$ cat src/rtl/banco_registros_if.sv
`default_nettype none
// ============================================================================
// Module      : banco_registros_if
// Description : Bus bundle for the MIPS register file. It carries the
//               write-back port, the two decode read ports and the
//               valid/ready debug dump stream.
//               master : write-back / decode / debug-sink side
//               slave  : the register file itself
// Revision    : 1.0 - initial release
// ============================================================================
interface banco_registros_if #(
    parameter int LEN                  = 32,
    parameter int NB_ADDRESS_REGISTROS = 5
);
    // Decode read ports
    logic [NB_ADDRESS_REGISTROS-1:0] i_read_reg_1;
    logic [NB_ADDRESS_REGISTROS-1:0] i_read_reg_2;
    logic [LEN-1:0]                  o_read_data_1;
    logic [LEN-1:0]                  o_read_data_2;

    // Write-back port
    logic [NB_ADDRESS_REGISTROS-1:0] i_write_reg;
    logic [LEN-1:0]                  i_write_data;
    logic                            i_RegWrite;

    // Debug dump stream
    logic                            i_debug_start;
    logic                            i_debug_ready;
    logic                            o_debug_valid;
    logic [LEN-1:0]                  o_debug_data;
    logic [NB_ADDRESS_REGISTROS-1:0] o_debug_addr;
    logic                            o_debug_last;
    logic                            o_debug_busy;

    modport master (
        output i_read_reg_1, i_read_reg_2,
        output i_write_reg, i_write_data, i_RegWrite,
        output i_debug_start, i_debug_ready,
        input  o_read_data_1, o_read_data_2,
        input  o_debug_valid, o_debug_data, o_debug_addr,
        input  o_debug_last, o_debug_busy
    );

    modport slave (
        input  i_read_reg_1, i_read_reg_2,
        input  i_write_reg, i_write_data, i_RegWrite,
        input  i_debug_start, i_debug_ready,
        output o_read_data_1, o_read_data_2,
        output o_debug_valid, o_debug_data, o_debug_addr,
        output o_debug_last, o_debug_busy
    );
endinterface
`default_nettype wire

$ cat src/rtl/banco_registros.sv
`default_nettype none
// ============================================================================
// Module      : banco_registros
// Description : MIPS general-purpose register file. $0 is hardwired to zero,
//               both read ports are combinational with a same-cycle
//               write-to-read bypass, and a valid/ready debug port streams
//               all registers in index order on request.
// Ports       : i_clk  - clock, rising edge
//               i_rst  - asynchronous active-high reset
//               bus    - banco_registros_if.slave (read, write-back, debug)
// Revision    : 1.0 - initial release
// ============================================================================
module banco_registros #(
    parameter int LEN                  = 32,
    parameter int NB_ADDRESS_REGISTROS = 5
) (
    input  wire logic         i_clk,
    input  wire logic         i_rst,
    banco_registros_if.slave  bus
);
    localparam int                              c_DEPTH     = 1 << NB_ADDRESS_REGISTROS;
    localparam logic [NB_ADDRESS_REGISTROS-1:0] c_ADDR_ZERO = '0;
    localparam logic [NB_ADDRESS_REGISTROS-1:0] c_LAST_IDX  = '1;

    typedef enum logic [0:0] {
        ST_IDLE = 1'b0,
        ST_DUMP = 1'b1
    } state_t;

    logic [LEN-1:0]                  r_regs [c_DEPTH];
    state_t                          r_state;
    state_t                          w_state_next;
    logic [NB_ADDRESS_REGISTROS-1:0] r_idx;
    logic [NB_ADDRESS_REGISTROS-1:0] w_idx_next;
    logic [NB_ADDRESS_REGISTROS-1:0] w_idx_plus1;
    logic [LEN-1:0]                  r_debug_data;
    logic [LEN-1:0]                  w_debug_data_next;
    logic [LEN-1:0]                  w_dump_read;

    // Read rule shared by all three read paths: $0 reads zero, a write in
    // flight to the same address wins over storage.
    function automatic logic [LEN-1:0] f_read(
        input logic [NB_ADDRESS_REGISTROS-1:0] addr,
        input logic                            we,
        input logic [NB_ADDRESS_REGISTROS-1:0] waddr,
        input logic [LEN-1:0]                  wdata,
        input logic [LEN-1:0]                  stored
    );
        if (addr == c_ADDR_ZERO) begin
            return '0;
        end else if (we && (waddr == addr)) begin
            return wdata;
        end else begin
            return stored;
        end
    endfunction

    // ------------------------------------------------------------------
    // Storage
    // ------------------------------------------------------------------
    always_ff @(posedge i_clk or posedge i_rst) begin
        if (i_rst) begin
            for (int i = 0; i < c_DEPTH; i++) begin
                r_regs[i] <= '0;
            end
        end else if (bus.i_RegWrite && (bus.i_write_reg != c_ADDR_ZERO)) begin
            r_regs[bus.i_write_reg] <= bus.i_write_data;
        end
    end

    // ------------------------------------------------------------------
    // Decode read ports
    // ------------------------------------------------------------------
    assign bus.o_read_data_1 = f_read(bus.i_read_reg_1, bus.i_RegWrite, bus.i_write_reg,
                                      bus.i_write_data, r_regs[bus.i_read_reg_1]);
    assign bus.o_read_data_2 = f_read(bus.i_read_reg_2, bus.i_RegWrite, bus.i_write_reg,
                                      bus.i_write_data, r_regs[bus.i_read_reg_2]);

    // Third read path: fetches the next beat so a write landing in the same
    // cycle the current beat is accepted is still reflected in the dump.
    assign w_idx_plus1 = r_idx + 1'b1;
    assign w_dump_read = f_read(w_idx_plus1, bus.i_RegWrite, bus.i_write_reg,
                                bus.i_write_data, r_regs[w_idx_plus1]);

    // ------------------------------------------------------------------
    // Debug dump FSM
    // ------------------------------------------------------------------
    always_ff @(posedge i_clk or posedge i_rst) begin
        if (i_rst) begin
            r_state      <= ST_IDLE;
            r_idx        <= '0;
            r_debug_data <= '0;
        end else begin
            r_state      <= w_state_next;
            r_idx        <= w_idx_next;
            r_debug_data <= w_debug_data_next;
        end
    end

    always_comb begin
        w_state_next      = r_state;
        w_idx_next        = r_idx;
        w_debug_data_next = r_debug_data;
        case (r_state)
            ST_IDLE: begin
                // Beat 0 is $0, which is always zero, so no read is needed.
                if (bus.i_debug_start) begin
                    w_state_next      = ST_DUMP;
                    w_idx_next        = '0;
                    w_debug_data_next = '0;
                end
            end
            ST_DUMP: begin
                // Without ready the beat is frozen, including its data, even
                // if the displayed register is overwritten meanwhile.
                if (bus.i_debug_ready) begin
                    if (r_idx == c_LAST_IDX) begin
                        w_state_next = ST_IDLE;
                    end else begin
                        w_idx_next        = w_idx_plus1;
                        w_debug_data_next = w_dump_read;
                    end
                end
            end
            default: begin
                w_state_next = ST_IDLE;
            end
        endcase
    end

    // valid follows the state register directly, so an asynchronous reset
    // drops it without waiting for a clock edge.
    assign bus.o_debug_valid = (r_state == ST_DUMP);
    assign bus.o_debug_busy  = (r_state == ST_DUMP);
    assign bus.o_debug_last  = (r_state == ST_DUMP) && (r_idx == c_LAST_IDX);
    assign bus.o_debug_addr  = r_idx;
    assign bus.o_debug_data  = r_debug_data;

endmodule
`default_nettype wire

$ cat src/flat_wrapper.sv
// flat-port wrapper written by rule: the top's interface ports become plain ports
module banco_registros_flat 
#(
    parameter int LEN                  = 32,
    parameter int NB_ADDRESS_REGISTROS = 5
)
  (i_clk, i_rst, bus_i_read_reg_1, bus_i_read_reg_2, bus_i_write_reg, bus_i_write_data, bus_i_RegWrite, bus_i_debug_start, bus_i_debug_ready, bus_o_read_data_1, bus_o_read_data_2, bus_o_debug_valid, bus_o_debug_data, bus_o_debug_addr, bus_o_debug_last, bus_o_debug_busy);
  banco_registros_if #(.LEN(LEN), .NB_ADDRESS_REGISTROS(NB_ADDRESS_REGISTROS)) bus_i ();
  input  wire logic i_clk;
  input  wire logic i_rst;
  input wire logic [$bits(bus_i.i_read_reg_1)-1:0] bus_i_read_reg_1;
  input wire logic [$bits(bus_i.i_read_reg_2)-1:0] bus_i_read_reg_2;
  input wire logic [$bits(bus_i.i_write_reg)-1:0] bus_i_write_reg;
  input wire logic [$bits(bus_i.i_write_data)-1:0] bus_i_write_data;
  input wire logic [$bits(bus_i.i_RegWrite)-1:0] bus_i_RegWrite;
  input wire logic [$bits(bus_i.i_debug_start)-1:0] bus_i_debug_start;
  input wire logic [$bits(bus_i.i_debug_ready)-1:0] bus_i_debug_ready;
  output wire logic [$bits(bus_i.o_read_data_1)-1:0] bus_o_read_data_1;
  output wire logic [$bits(bus_i.o_read_data_2)-1:0] bus_o_read_data_2;
  output wire logic [$bits(bus_i.o_debug_valid)-1:0] bus_o_debug_valid;
  output wire logic [$bits(bus_i.o_debug_data)-1:0] bus_o_debug_data;
  output wire logic [$bits(bus_i.o_debug_addr)-1:0] bus_o_debug_addr;
  output wire logic [$bits(bus_i.o_debug_last)-1:0] bus_o_debug_last;
  output wire logic [$bits(bus_i.o_debug_busy)-1:0] bus_o_debug_busy;
  assign bus_i.i_read_reg_1 = bus_i_read_reg_1;
  assign bus_i.i_read_reg_2 = bus_i_read_reg_2;
  assign bus_i.i_write_reg = bus_i_write_reg;
  assign bus_i.i_write_data = bus_i_write_data;
  assign bus_i.i_RegWrite = bus_i_RegWrite;
  assign bus_i.i_debug_start = bus_i_debug_start;
  assign bus_i.i_debug_ready = bus_i_debug_ready;
  assign bus_o_read_data_1 = bus_i.o_read_data_1;
  assign bus_o_read_data_2 = bus_i.o_read_data_2;
  assign bus_o_debug_valid = bus_i.o_debug_valid;
  assign bus_o_debug_data = bus_i.o_debug_data;
  assign bus_o_debug_addr = bus_i.o_debug_addr;
  assign bus_o_debug_last = bus_i.o_debug_last;
  assign bus_o_debug_busy = bus_i.o_debug_busy;
  banco_registros #(.LEN(LEN), .NB_ADDRESS_REGISTROS(NB_ADDRESS_REGISTROS)) u_core (.i_clk(i_clk), .i_rst(i_rst), .bus(bus_i));
endmodule
$ cat config.mk
export PLATFORM = sky130hd
export DESIGN_NAME = banco_registros_flat
export DESIGN_NICKNAME = d
export VERILOG_FILES = /design/src/rtl/banco_registros_if.sv /design/src/rtl/banco_registros.sv /design/src/flat_wrapper.sv
export SDC_FILE = /design/constraint.sdc
export NUM_CORES = 2
export LEC_CHECK = 0
export CAP_MARGIN = 20
export CORE_ASPECT_RATIO = 1.2
export CORE_UTILIZATION = 54
export CTS_BUF_LIST = sky130_fd_sc_hd__clkbuf_16
export DETAILED_ROUTE_END_ITERATION = 10
export PLACE_DENSITY = 0.71
export SYNTH_ARGS = -nofsm -noshare
export SYNTH_HDL_FRONTEND = slang
export SYNTH_SLANG_ARGS = --single-unit
$ cat constraint.sdc
create_clock -name i_clk -period 47.8 [get_ports i_clk]
set_input_delay 9.56 -clock i_clk [delete_from_list [all_inputs] [get_ports i_clk]]
set_output_delay 9.56 -clock i_clk [all_outputs]
set_load 0.02 [all_outputs]
==> results.ini <==
[floorplanning]
start_util_pct=54.5
die_w_um=320
die_h_um=383
ios=156
dieArea_mm2=0.122
num_rows=139
core_area_mm2=0.120

[clocking]
cts-root-buf=clkbuf_16
postCtsSetupRepairBufs=0
h-tree-depth=3
ctsResizeCount=0
cts_buffers=112
cts_tree=built
postCtsHoldBufs=0
clk_path_buf_depth=3
cts.clk_slew.worst_paths_ns=0.06
clk_latency_ns=0.74
clkSinkCount=1062

[sta]
finalSetupTns_ns=0
tightest_slew_ns=1.24
period_share_pct=50.8
min_period_ns=24.28
relSlewSlack_pct=17.2
drv_slew=0
holdWs_ns=0.421
grt_setup_unrepaired=false
max_freq_mhz=41.2
hold_viol_final=0
clock_skew_ns=0.0256
setup_viol=0

[global_routing]
grt_pass1_vias=46600
grtUsageMet2_pct=55.8
antenna_found_initial=7
grt_pass1_wl_um=330000
grt.busiest_layer=met2
grt_overflow=0
use_met3_pct=10.9
grt_max_degree=110
grt_use_total_pct=37.2
use_met1_pct=48.9

[cells_and_area]
drive_gt1_share_pct=47.2
finish.net_count=4487
fin_cells=6083
fillerInstances=9136
area_delta_synth_final_pct=9.84
fin_area_mm2=0.0718

[setup_path]
start_kind=input pin
cpPeakStageDelay_ns=0.80
slowest_stage=buf_4
crit_arrival_ns=14.72
end_kind=output pin
worstPathRequired_ns=38.24
cp_common_cell=buf_4
critical_path_peak_fanout=43
crit_chain=buf_8, buf_4, buf_4, buf_4, buf_4, mux4_2, mux4_2, o22ai_1, nor2_1, clkdlybuf4s50_1
crit_type=in2out
r2r_setup_slack_ns=42.60

[synthesis]
synthSimpleGateAreaFrac_pct=2.87
synth_fa_ha_area_share_pct=0.0574
postSynthCellCount=4561
synth_xor_xnor_area_share_pct=0.264
synthArstFlopShare_pct=100
synthMuxAreaShare_pct=47.1
synth_nets=4616
synth-edff-count=0
synth-seq-cells=1062
yosysWarnings=0
synth_compound_area_share_pct=5.35
synth_top_family_by_area=multiplexers
syn_avg_cell_area_um2=14.3
ys_seq_area_share_pct=40.7
syn_area_mm2=0.0654
synth_cell_types=65
ys.flop_type=dfrtp_1

[status]
status=completed

[power]
power_density_mw_per_mm2=47.3
p_leak_uw=0.0305
ir_drop_uv=41.5

[drt]
dr.first_iter.drc_count=6506
firstDrtPassIters=9
totalWireLength_um=225000
vias_per_cell=7.64
wire_per_inst_um=37.1
num_vias=46500
drc=0
postRouteAntennaNets=0

[place]
hpwl_um=123000
globalplace.congestion=0.867
dp.cells=5856
io_buffers=155
place_area_mm2=0.0679

[flow_run]
cap_viol_max_count=0

[hold_path]
min_path_type=reg2reg

## cells by family after synthesis
| kind of cell | count (synthesis) |
|---|---|
| compound gates | 470 |
| xor+xnor | 18 |
| fa+ha+maj | 3 |
| buf+inv | 546 |
| flops | 1062 |
| mux | 2035 |
| simple gates | 427 |
## routing by layer
layer / vias to the layer above / part of all wire, % / wire [µm]
li1: 17800 / - / -
met1: 24700 / 37 / 82700
met2: 3244 / 46 / 103000
met3: 766 / 12 / 26900
met4: 4 / 5.9 / 13300
met5: - / 0.014 / 31
## cells in the final DEF (no fill, tap or decap), types with 34 or more instances in the layout
cell type	n
a221oi_1	56
mux4_2	731
a211oi_1	44
nor2_1	42
clkdlybuf4s50_1	146
nand2_1	240
dfrtp_1	1061
mux2_2	997
inv_1	34
clkbuf_16	118
a21oi_1	52
o21ai_0	90
o22ai_1	34
buf_4	125
mux2i_1	307
a22oi_1	56
## synth_stat cells (3+ instances only)
| library cell | number | area share, % |
|---|---|---|
| a221oi_1 | 56 | 0.75 |
| or2_2 | 6 | 0.057 |
| nor2b_1 | 25 | 0.24 |
| nor3_1 | 5 | 0.038 |
| buf_8 | 3 | 0.069 |
| a211o_1 | 29 | 0.39 |
| a22oi_1 | 56 | 0.64 |
| a22o_1 | 7 | 0.094 |
| nor3b_1 | 5 | 0.057 |
| a21oi_1 | 53 | 0.41 |
| buf_4 | 27 | 0.31 |
| o211ai_1 | 3 | 0.034 |
| ha_1 | 3 | 0.057 |
| xnor2_1 | 14 | 0.19 |
| xor2_1 | 3 | 0.040 |
| nand2_1 | 258 | 1.5 |
| o21bai_1 | 3 | 0.034 |
| mux2_2 | 997 | 17 |
| nand3_1 | 9 | 0.069 |
| mux2i_1 | 307 | 4.7 |
| nand2b_1 | 6 | 0.057 |
| o21ai_1 | 3 | 0.023 |
| inv_1 | 8 | 0.046 |
| buf_1 | 82 | 0.47 |
| a221o_1 | 11 | 0.17 |
| a211oi_1 | 44 | 0.51 |
| dfrtp_1 | 1062 | 41 |
| buf_2 | 132 | 1.0 |
| and2_1 | 3 | 0.029 |
| mux4_2 | 731 | 25 |
| o221a_2 | 32 | 0.55 |
| o22ai_1 | 34 | 0.33 |
| buf_6 | 13 | 0.22 |
| nand3b_1 | 4 | 0.046 |
| and3_1 | 32 | 0.31 |
| nor4_1 | 3 | 0.029 |
| a222oi_1 | 32 | 0.49 |
| clkbuf_1 | 279 | 1.6 |
| nor2_1 | 63 | 0.36 |
| o21ai_0 | 90 | 0.69 |
## flip-flops by register name, indices dropped and copies added (netlist names)
register                 count
u_core.bus.o_debug_data     32
u_core.bus.o_debug_busy      1
u_core.bus.o_debug_addr      5
u_core.r_regs             1024
## power breakdown
group | internal [µW] | total [µW] | switching (µW)
registers | 1070 | 1260 | 185
logic | 654 | 1270 | 612
clock network | 490 | 873 | 383
total | 2220 | 3400 | 1180
## per-stage QoR
stage          total power [µW]  util, %  setup slack [ns]
2_1_floorplan              2140        -              8.35
3_3_place_gp               2480     56.6             23.47
3_5_place_dp               2510     56.6             23.44
4_1_cts                    3380     59.6             23.45
5_1_grt                    3520     59.9             23.20
6_report                   3400     59.9             23.52
## final timing paths
kind	start	to	depth (start not counted)
setup / recovery	bus_i_read_reg_2[0]	bus_o_read_data_2[14]	10
hold / removal	u_core.r_regs[1004]	u_core.r_regs[1004]	0
setup reg to reg	u_core.bus.o_debug_addr[0]	u_core.bus.o_debug_data[11]	9
hold reg to reg	u_core.r_regs[1004]	u_core.r_regs[1004]	0
max in group asynchronous	i_rst	u_core.r_regs[83]	8
min in group asynchronous	i_rst	u_core.r_regs[901]	2
## critical path, delay by kind of cell
kind / cells / cell delay, ns
AOI/OAI and AO/OA: 1 / 0.26
muxes: 2 / 1.07
and+or+nand+nor: 1 / 0.12
buffers and inverters: 6 / 3.53
## final cells by class
| class | instances | area (µm²) | area share (%) |
|---|---|---|---|
| clock inverters | 93 | 693 | 0.965 |
| diodes | 5 | 12.5 | 0.0174 |
| flip-flops and latches | 1062 | 26600 | 37.0 |
| repair buffers | 293 | 2860 | 3.98 |
| clock buffers | 116 | 2900 | 4.04 |
| multi-input cells | 2953 | 36800 | 51.2 |
| inverters | 10 | 50.0 | 0.0697 |
| well taps | 1551 | 1940 | 2.70 |
Note: power is estimated with default switching activity, not from simulation.
